$ cat src/rtl/bambu_mem_master.sv
// bambu_mem_master
// Sequential initiator for the Bambu minimal memory protocol. It runs block
// read or block write commands of up to 2^LEN_W-1 beats against any responder
// that answers oe/we strobes with M_DataRdy. Write beats arrive on a
// valid/ready stream and read beats leave on one.
//
// Ports:
//   clock, reset                    rising-edge clock, async active-high reset
//   cmd_valid/cmd_ready             command handshake (ready only in IDLE)
//   cmd_write, cmd_addr, cmd_len    direction, start address, beat count
//   wr_data/wr_valid/wr_ready       write beat stream
//   rd_data/rd_valid/rd_ready       read beat stream
//   done                            one-cycle pulse at the end of a command
//   error                           sticky timeout flag, cleared on next command
//   Mout_*                          strobes, address, data and size to responder
//   M_Rdata_ram, M_DataRdy          responder read data and completion
//
// All outputs are registers loaded from the next-state values, so the
// responder sees glitch-free strobes and the async reset drops them at once.
module bambu_mem_master #(
    parameter int ADDR_W  = 7,
    parameter int DATA_W  = 8,
    parameter int SIZE_W  = 4,
    parameter int LEN_W   = 8,
    parameter int TIMEOUT = 1023
) (
    input  logic              clock,
    input  logic              reset,
    input  logic              cmd_valid,
    output logic              cmd_ready,
    input  logic              cmd_write,
    input  logic [ADDR_W-1:0] cmd_addr,
    input  logic [LEN_W-1:0]  cmd_len,
    input  logic [DATA_W-1:0] wr_data,
    input  logic              wr_valid,
    output logic              wr_ready,
    output logic [DATA_W-1:0] rd_data,
    output logic              rd_valid,
    input  logic              rd_ready,
    output logic              done,
    output logic              error,
    output logic              Mout_oe_ram,
    output logic              Mout_we_ram,
    output logic [ADDR_W-1:0] Mout_addr_ram,
    output logic [DATA_W-1:0] Mout_Wdata_ram,
    output logic [SIZE_W-1:0] Mout_data_ram_size,
    input  logic [DATA_W-1:0] M_Rdata_ram,
    input  logic              M_DataRdy
);

    localparam int WAIT_W = $clog2(TIMEOUT + 1);
    // Last wait count before giving up: the strobe is held TIMEOUT cycles.
    localparam logic [WAIT_W-1:0] WAIT_LAST = WAIT_W'(TIMEOUT - 1);

    typedef enum logic [2:0] {
        ST_IDLE   = 3'd0,
        ST_WDATA  = 3'd1,
        ST_ACCESS = 3'd2,
        ST_RDOUT  = 3'd3,
        ST_DONE   = 3'd4
    } state_t;

    state_t              state_r, state_s;
    logic [ADDR_W-1:0]   addr_r, addr_s;
    logic                write_r, write_s;
    logic [LEN_W-1:0]    remaining_r, remaining_s;
    logic [DATA_W-1:0]   wdata_r, wdata_s;
    logic [DATA_W-1:0]   rd_data_s;
    logic                error_s;
    logic [WAIT_W-1:0]   wait_r, wait_s;
    logic                access_s;

    // Next-state and next-register computation for the command sequencer.
    always_comb begin
        state_s     = state_r;
        addr_s      = addr_r;
        write_s     = write_r;
        remaining_s = remaining_r;
        wdata_s     = wdata_r;
        rd_data_s   = rd_data;
        error_s     = error;
        wait_s      = {WAIT_W{1'b0}};   // cleared everywhere but ACCESS
        case (state_r)
            ST_IDLE: begin
                if (cmd_valid) begin
                    addr_s      = cmd_addr;
                    write_s     = cmd_write;
                    remaining_s = cmd_len;
                    error_s     = 1'b0;
                    if (cmd_len == {LEN_W{1'b0}}) begin
                        state_s = ST_DONE;
                    end else if (cmd_write) begin
                        state_s = ST_WDATA;
                    end else begin
                        state_s = ST_ACCESS;
                    end
                end else begin
                    state_s = ST_IDLE;
                end
            end
            ST_WDATA: begin
                if (wr_valid) begin
                    wdata_s = wr_data;
                    state_s = ST_ACCESS;
                end else begin
                    state_s = ST_WDATA;
                end
            end
            ST_ACCESS: begin
                // Completion has priority over the timeout on the same cycle.
                if (M_DataRdy) begin
                    if (write_r) begin
                        addr_s      = addr_r + ADDR_W'(1);
                        remaining_s = remaining_r - LEN_W'(1);
                        state_s     = (remaining_r == LEN_W'(1)) ? ST_DONE : ST_WDATA;
                    end else begin
                        rd_data_s = M_Rdata_ram;
                        state_s   = ST_RDOUT;
                    end
                end else if (wait_r == WAIT_LAST) begin
                    error_s = 1'b1;
                    state_s = ST_DONE;
                end else begin
                    wait_s  = wait_r + WAIT_W'(1);
                    state_s = ST_ACCESS;
                end
            end
            ST_RDOUT: begin
                if (rd_ready) begin
                    addr_s      = addr_r + ADDR_W'(1);
                    remaining_s = remaining_r - LEN_W'(1);
                    state_s     = (remaining_r == LEN_W'(1)) ? ST_DONE : ST_ACCESS;
                end else begin
                    state_s = ST_RDOUT;
                end
            end
            ST_DONE: begin
                state_s = ST_IDLE;
            end
            default: begin
                state_s = ST_IDLE;
            end
        endcase
    end

    assign access_s = (state_s == ST_ACCESS);

    // Sequencer state and datapath registers.
    always_ff @(posedge clock or posedge reset) begin
        if (reset) begin
            state_r     <= ST_IDLE;
            addr_r      <= {ADDR_W{1'b0}};
            write_r     <= 1'b0;
            remaining_r <= {LEN_W{1'b0}};
            wdata_r     <= {DATA_W{1'b0}};
            wait_r      <= {WAIT_W{1'b0}};
        end else begin
            state_r     <= state_s;
            addr_r      <= addr_s;
            write_r     <= write_s;
            remaining_r <= remaining_s;
            wdata_r     <= wdata_s;
            wait_r      <= wait_s;
        end
    end

    // Registered outputs decoded from the next state; bus fields are zero outside ACCESS.
    always_ff @(posedge clock or posedge reset) begin
        if (reset) begin
            cmd_ready          <= 1'b1;
            wr_ready           <= 1'b0;
            rd_valid           <= 1'b0;
            rd_data            <= {DATA_W{1'b0}};
            done               <= 1'b0;
            error              <= 1'b0;
            Mout_oe_ram        <= 1'b0;
            Mout_we_ram        <= 1'b0;
            Mout_addr_ram      <= {ADDR_W{1'b0}};
            Mout_Wdata_ram     <= {DATA_W{1'b0}};
            Mout_data_ram_size <= {SIZE_W{1'b0}};
        end else begin
            cmd_ready          <= (state_s == ST_IDLE);
            wr_ready           <= (state_s == ST_WDATA);
            rd_valid           <= (state_s == ST_RDOUT);
            rd_data            <= rd_data_s;
            done               <= (state_s == ST_DONE);
            error              <= error_s;
            Mout_oe_ram        <= access_s & ~write_s;
            Mout_we_ram        <= access_s & write_s;
            Mout_addr_ram      <= access_s ? addr_s : {ADDR_W{1'b0}};
            Mout_Wdata_ram     <= (access_s & write_s) ? wdata_s : {DATA_W{1'b0}};
            Mout_data_ram_size <= access_s ? SIZE_W'(DATA_W) : {SIZE_W{1'b0}};
        end
    end

endmodule
$ cat config.mk
export PLATFORM = sky130hd
export DESIGN_NAME = bambu_mem_master
export DESIGN_NICKNAME = d
export VERILOG_FILES = /design/src/rtl/bambu_mem_master.sv
export SDC_FILE = /design/constraint.sdc
export NUM_CORES = 1
export LEC_CHECK = 0
export CAP_MARGIN = 20
export CORE_ASPECT_RATIO = 1.25
export CORE_MARGIN = 2
export CORE_UTILIZATION = 37
export DETAILED_ROUTE_END_ITERATION = 10
export GPL_TIMING_DRIVEN = 0
export PLACE_DENSITY = 0.68
export SLEW_MARGIN = 20
export SYNTH_ARGS = -nofsm -noshare
export SYNTH_HDL_FRONTEND = slang
export SYNTH_SLANG_ARGS = --single-unit
$ cat constraint.sdc
create_clock -name clock -period 6.4 [get_ports clock]
set_input_delay 0.96 -clock clock [delete_from_list [all_inputs] [get_ports clock]]
set_output_delay 0.96 -clock clock [all_outputs]
set_load 0.05 [all_outputs]
# == Word-level counts from Yosys, hierarchy flattened ==
# Cells that the tools add are included.
# word_totals
ff_bits,71
inputBits,38
out_inout_bits,34
elab_cells,82
# op_classes
n_addsub,3
eq_ne,15
mux,35
bitwise_logic,4
reduce_logical,8
# op_table
op,n
$mux 8,7
$mux 7,5
$mux 10,3
$mux 3,8
$pmux 8 s3,1
$pmux 7 s3,1
$eq 3x2->1 const B,4
$ne 2x2->1 const B,6
$pmux 3 s4,1
$add 10x1->10 const B,1
$eq 10x10->1 const B,1
$eq 8x1->1 const B,1
$logic_not 8->1,1
$sub 8x1->8 const B,1
$add 7x1->7 const B,1
$eq 3x1->1 const B,2
$logic_not 3->1,2
$mux 1,5
$reduce_and 5->1,1
$mux 2,2
$mux 4,1
$reduce_and 4->1,1
$eq 3x3->1 const B,1
$reduce_and 3->1,1
5 further kinds,7

# == Depth between registers and ports, before layout ==
# logic_depth
ltp_word,8
mapped_depth,7
mapped_depth_nobuf,6

# == Worst setup path after synthesis ==
# Ideal clock, no wire load.
# synth_path
path_type,input -> register
from,input port cmd_len[0]
to,register Mout_addr_ram[0]
setup_ps,111
arrival_time_ps,2274
required_ps,6289
path_slack_ps,4014
cell_stages,5
path_buffers,1
cell_sequence,nor4_1 nand2_1 a311o_1 buf_2 a2111oi_2
# synth_via
elab_chain_len,6
# synth_rtl
item,line_no,rtl
start: declaration,33,"input logic [LEN_W-1:0] cmd_len,"
$logic_not 8->1,90,if (cmd_len == {LEN_W{1'b0}}) begin
$mux 3,90,
$mux 3,85,if (cmd_valid) begin
$pmux 3 s4,83,case (state_r)
$eq 3x2->1,146,assign access_s = (state_s == ST_ACCESS);
$mux 7,190,Mout_addr_ram <= access_s ? addr_s : {ADDR_W{1'b0}};
end signal: assignment,178,Mout_addr_ram <= {ADDR_W{1'b0}};
end signal: assignment,190,
end: declaration,44,"output logic [ADDR_W-1:0] Mout_addr_ram,"
# No other way between the ends.
# A chain may end at the register's enable or synchronous reset.

# == Worst setup path after layout ==
# Ends and elaborated chain as after synthesis.

==> flow_summary_export.csv <==
group,metric,value,unit
global_route,grt_remaining_overflow,0,
yosys,postSynthCellCount,283,
setup_path,critPathArrivalTime,3180,ps
die,core_region_area,8558,um^2
setup_path,crit_path_max_fanout,10,
cells_and_area,drive_gt1_share,15.68,%
pwr,total_power,2209,uW
setup_path,cp_data_required_time,6630,ps
sta,tightest_slew,676.7,ps
yosys,syn_area_per_cell,11.39,um^2
die,rows,38,
placed_design,place_inst,454,
placed_design,dp_hpwl,5415,um
clock_tree,cts_resized,0,
yosys,yosys_register_bits,68,
yosys,syn_area,3223,um^2
yosys,synth_edf_count,0,
pwr,p_leak,0.001792,uW
yosys,synthArstFlopShare,100.0,%
routing,drt-initial-drc-count,127,
sta,fin_crit_sh,45.97,%
setup_path,cp-startpoint,"cmd_len[0]",
setup_path,path_cells,"clkdlybuf4s50_1 > nor4_1 > nand2_1 > a311o_1 > buf_2 > a2111oi_2",
clock_tree,cts_tree,"done",
routing,drtAntennaViolNets,0,
clock_tree,cts-root-buf,"clkbuf_8",
clock_tree,hold_buffers,0,
sta,period_needed,2942,ps
pwr,peakVddDrop,0.0001881,V
run_status,status,"complete, no violations",
setup_path,crit_slowest_cell,"nor4_1",
sta,slew_headroom,54.72,%
global_route,grt_pass1_wl,12080,um
sta,hold_violations,0,
yosys,yosys_warnings,0,
clock_tree,insertion_delay,360,ps
setup_path,r2r-start,"state_r[2]",
placed_design,post-place-ws,3062,ps
sta,final_max_slew_viol_count,0,
sta,fin_hold_ws,495.8,ps
placed_design,numPortBuffers,68,
cells_and_area,area_growth,33.66,%
yosys,ys.flop_type,"dfrtp_1",
yosys,synthTopCellsByArea,"dfrtp_1 52%, mux2_2 5.6%, nor2_1 2.8%, o21ai_0 2.6%, and4bb_2 1.9%",
cells_and_area,num_antenna_cells,0,
sta,fmax,339.9,MHz
yosys,synth_top_area_share,52.02,%
yosys,synthTopCellsByCount,"67 x dfrtp_1, 24 x nor2_1, 17 x o21ai_0",
yosys,synth.most_common_cell,"dfrtp_1",
sta,fin_setup_tns,0,ps
clock_tree,postCtsSetupBuffers,0,
worst_hold_path,hp-class,"flip-flop to flip-flop",
cells_and_area,fin_nets,408,
setup_path,ff2ff_setup_slack,4130,ps
global_route,antenna_found_initial,0,
clock_tree,htree_levels,3,
die,initial_core_util,37.66,%
routing,vias,2543,
placed_design,place_congestion,0.8303,
setup_path,critPathCapture,"Mout_addr_ram[0]",
routing,viasPerCell,5.411,
clock_tree,cts.reportedPaths.clkPinSlew,70,ps
global_route,grt_usage,16.82,%
run,drv_cap,0,
cells_and_area,instances_no_fill,470,
routing,first_pass_iters,4,
yosys,synthDistinctLibCells,57,
die,dieHeight,108.4,um
routing,wire_per_inst,16.07,um
clock_tree,cts-buffers-inserted,9,
global_route,grt_max_degree,46,
sta,rsz0062_at_grt,"false",
setup_path,path_class,"primary input to flip-flop",
pwr,power.density,512.7,nW/um^2
yosys,ys_seq_area_share,52.83,%
cells_and_area,final.fill_count,788,
setup_path,slowest_delay,580,ps
setup_path,worstSetupStartpointType,"primary input",
die,pin_count,72,
global_route,grt_pass1_vias,2508,
clock_tree,ctsLongestPathBuffers,2,
die,die_w,87.48,um
sta,setup_violations,0,
sta,finClkSkew,12.41,ps
yosys,synth_area_leader_cell,"dfrtp_1",
sta,setup_ws,3458,ps
setup_path,reg2regPathDepth,5,
die,dieArea,9478,um^2
setup_path,setup.worst_path.end_class,"flip-flop",
clock_tree,cts_sinks,68,
routing,drt-total-wl,7554,um
setup_path,timing.rr.end,"Mout_Wdata_ram[2]",
routing,drcViolationCount,0,
metal layers:
metal / part of all wire, % / track usage (%) / vias to the layer above
li1: - / - / 1198
met1: 41 / 20.00 / 1270
met2: 52 / 28.08 / 61
met3: 5.1 / 4.809 / 14
met4: 2.0 / 7.363 / 0
met5: 0 / 0 / -
sequential cells by signal, summed over array words and instances, names as in the netlist:
signal and count:
error 1, Mout_we_ram 1, Mout_addr_ram 7, rd_data 8, wr_ready 1, Mout_Wdata_ram 8, addr_r 7, done 1
Mout_oe_ram 1, Mout_data_ram_size 1, remaining_r 8, cmd_ready 1, write_r 1, state_r 3, wdata_r 8, rd_valid 1
wait_r 10
cell usage in the layout, fill, tap and decap left out, types with 3 or more instances in the layout:
| cell | Yosys | final |
|---|---|---|
| clkdlybuf4s50_1 | 0 | 68 |
| dfrtp_1 | 67 | 67 |
| nor2_1 | 24 | 24 |
| o21ai_0 | 17 | 17 |
| mux2_2 | 16 | 16 |
| nand2_1 | 14 | 14 |
| inv_1 | 14 | 13 |
| nand3_1 | 11 | 11 |
| a21oi_1 | 10 | 10 |
| clkbuf_8 | 0 | 9 |
| nor3_1 | 8 | 8 |
| clkbuf_1 | 5 | 6 |
| buf_2 | 5 | 5 |
| a31oi_1 | 5 | 5 |
| xnor2_1 | 5 | 5 |
| and4bb_2 | 5 | 5 |
| ha_1 | 5 | 5 |
| a211oi_1 | 4 | 4 |
| a22oi_1 | 4 | 4 |
| buf_6 | 3 | 3 |
| and4_1 | 3 | 3 |
| nand3b_1 | 3 | 3 |
| xor2_1 | 3 | 3 |
| a311oi_1 | 3 | 3 |
| a32oi_1 | 3 | 3 |
| buf_4 | 3 | 3 |
| conb_1 | 1 | 3 |
| bufinv_16 | 0 | 3 |
worst max-delay path, delay by kind of cell:
kind,cells,cell delay [ps]
simple gates,2,770
buf+inv,2,650
compound gates,2,790
through the flow:
step,util (%),cell area (um^2)
after detailed placement,47.51,4066
final,50.34,4308
after global routing,50.34,4308
after floorplan,-,3231
after CTS,50.34,4308
after global placement,47.16,4036
report_power, final:
part           leakage (uW)  internal [uW]  total, uW  switching, uW
Clock              0.000113            259        432            173
Combinational      0.000805            413       1080            671
Sequential         0.000874            591        692            101
Total               0.00179           1260       2210            945
how the worst min path moves through the flow:
| stage | start | endpoint | slack (ps) | cells after the start |
|---|---|---|---|---|
| 6_report | wdata_r[5] | wdata_r[5] | 500 | 1 |
| 3_3_place_gp | wdata_r[2] | wdata_r[2] | 480 | 1 |
| 3_5_place_dp | wdata_r[7] | wdata_r[7] | 480 | 1 |
| 2_1_floorplan | wdata_r[7] | wdata_r[7] | 470 | 1 |
| 4_1_cts | wdata_r[5] | wdata_r[5] | 500 | 1 |
| 5_1_grt | wdata_r[5] | wdata_r[5] | 510 | 1 |
kinds of logic after synthesis:
group | share of synthesized area, %
multiplexers | 5.901
other | 0.1163
adder cells (fa/ha/maj) | 1.941
AO/OA/AOI/OAI | 13.24
buffers and inverters | 4.736
XOR/XNOR | 2.174
AND/OR/NAND/NOR | 19.06
flip-flops | 52.83
cell type report:
| type | count | area [um^2] | area share [%] |
|---|---|---|---|
| Buffer | 16 | 100.1 | 2.324 |
| Clock buffer | 10 | 127.6 | 2.963 |
| Timing Repair Buffer | 69 | 708.2 | 16.44 |
| Tap cell | 100 | 125.1 | 2.904 |
| Inverter | 14 | 55.05 | 1.278 |
| Multi-Input combinational cell | 187 | 1375 | 31.92 |
| Clock inverter | 6 | 113.9 | 2.643 |
| Sequential cell | 68 | 1703 | 39.53 |
No activity file was read; power rests on OpenSTA's default activity.
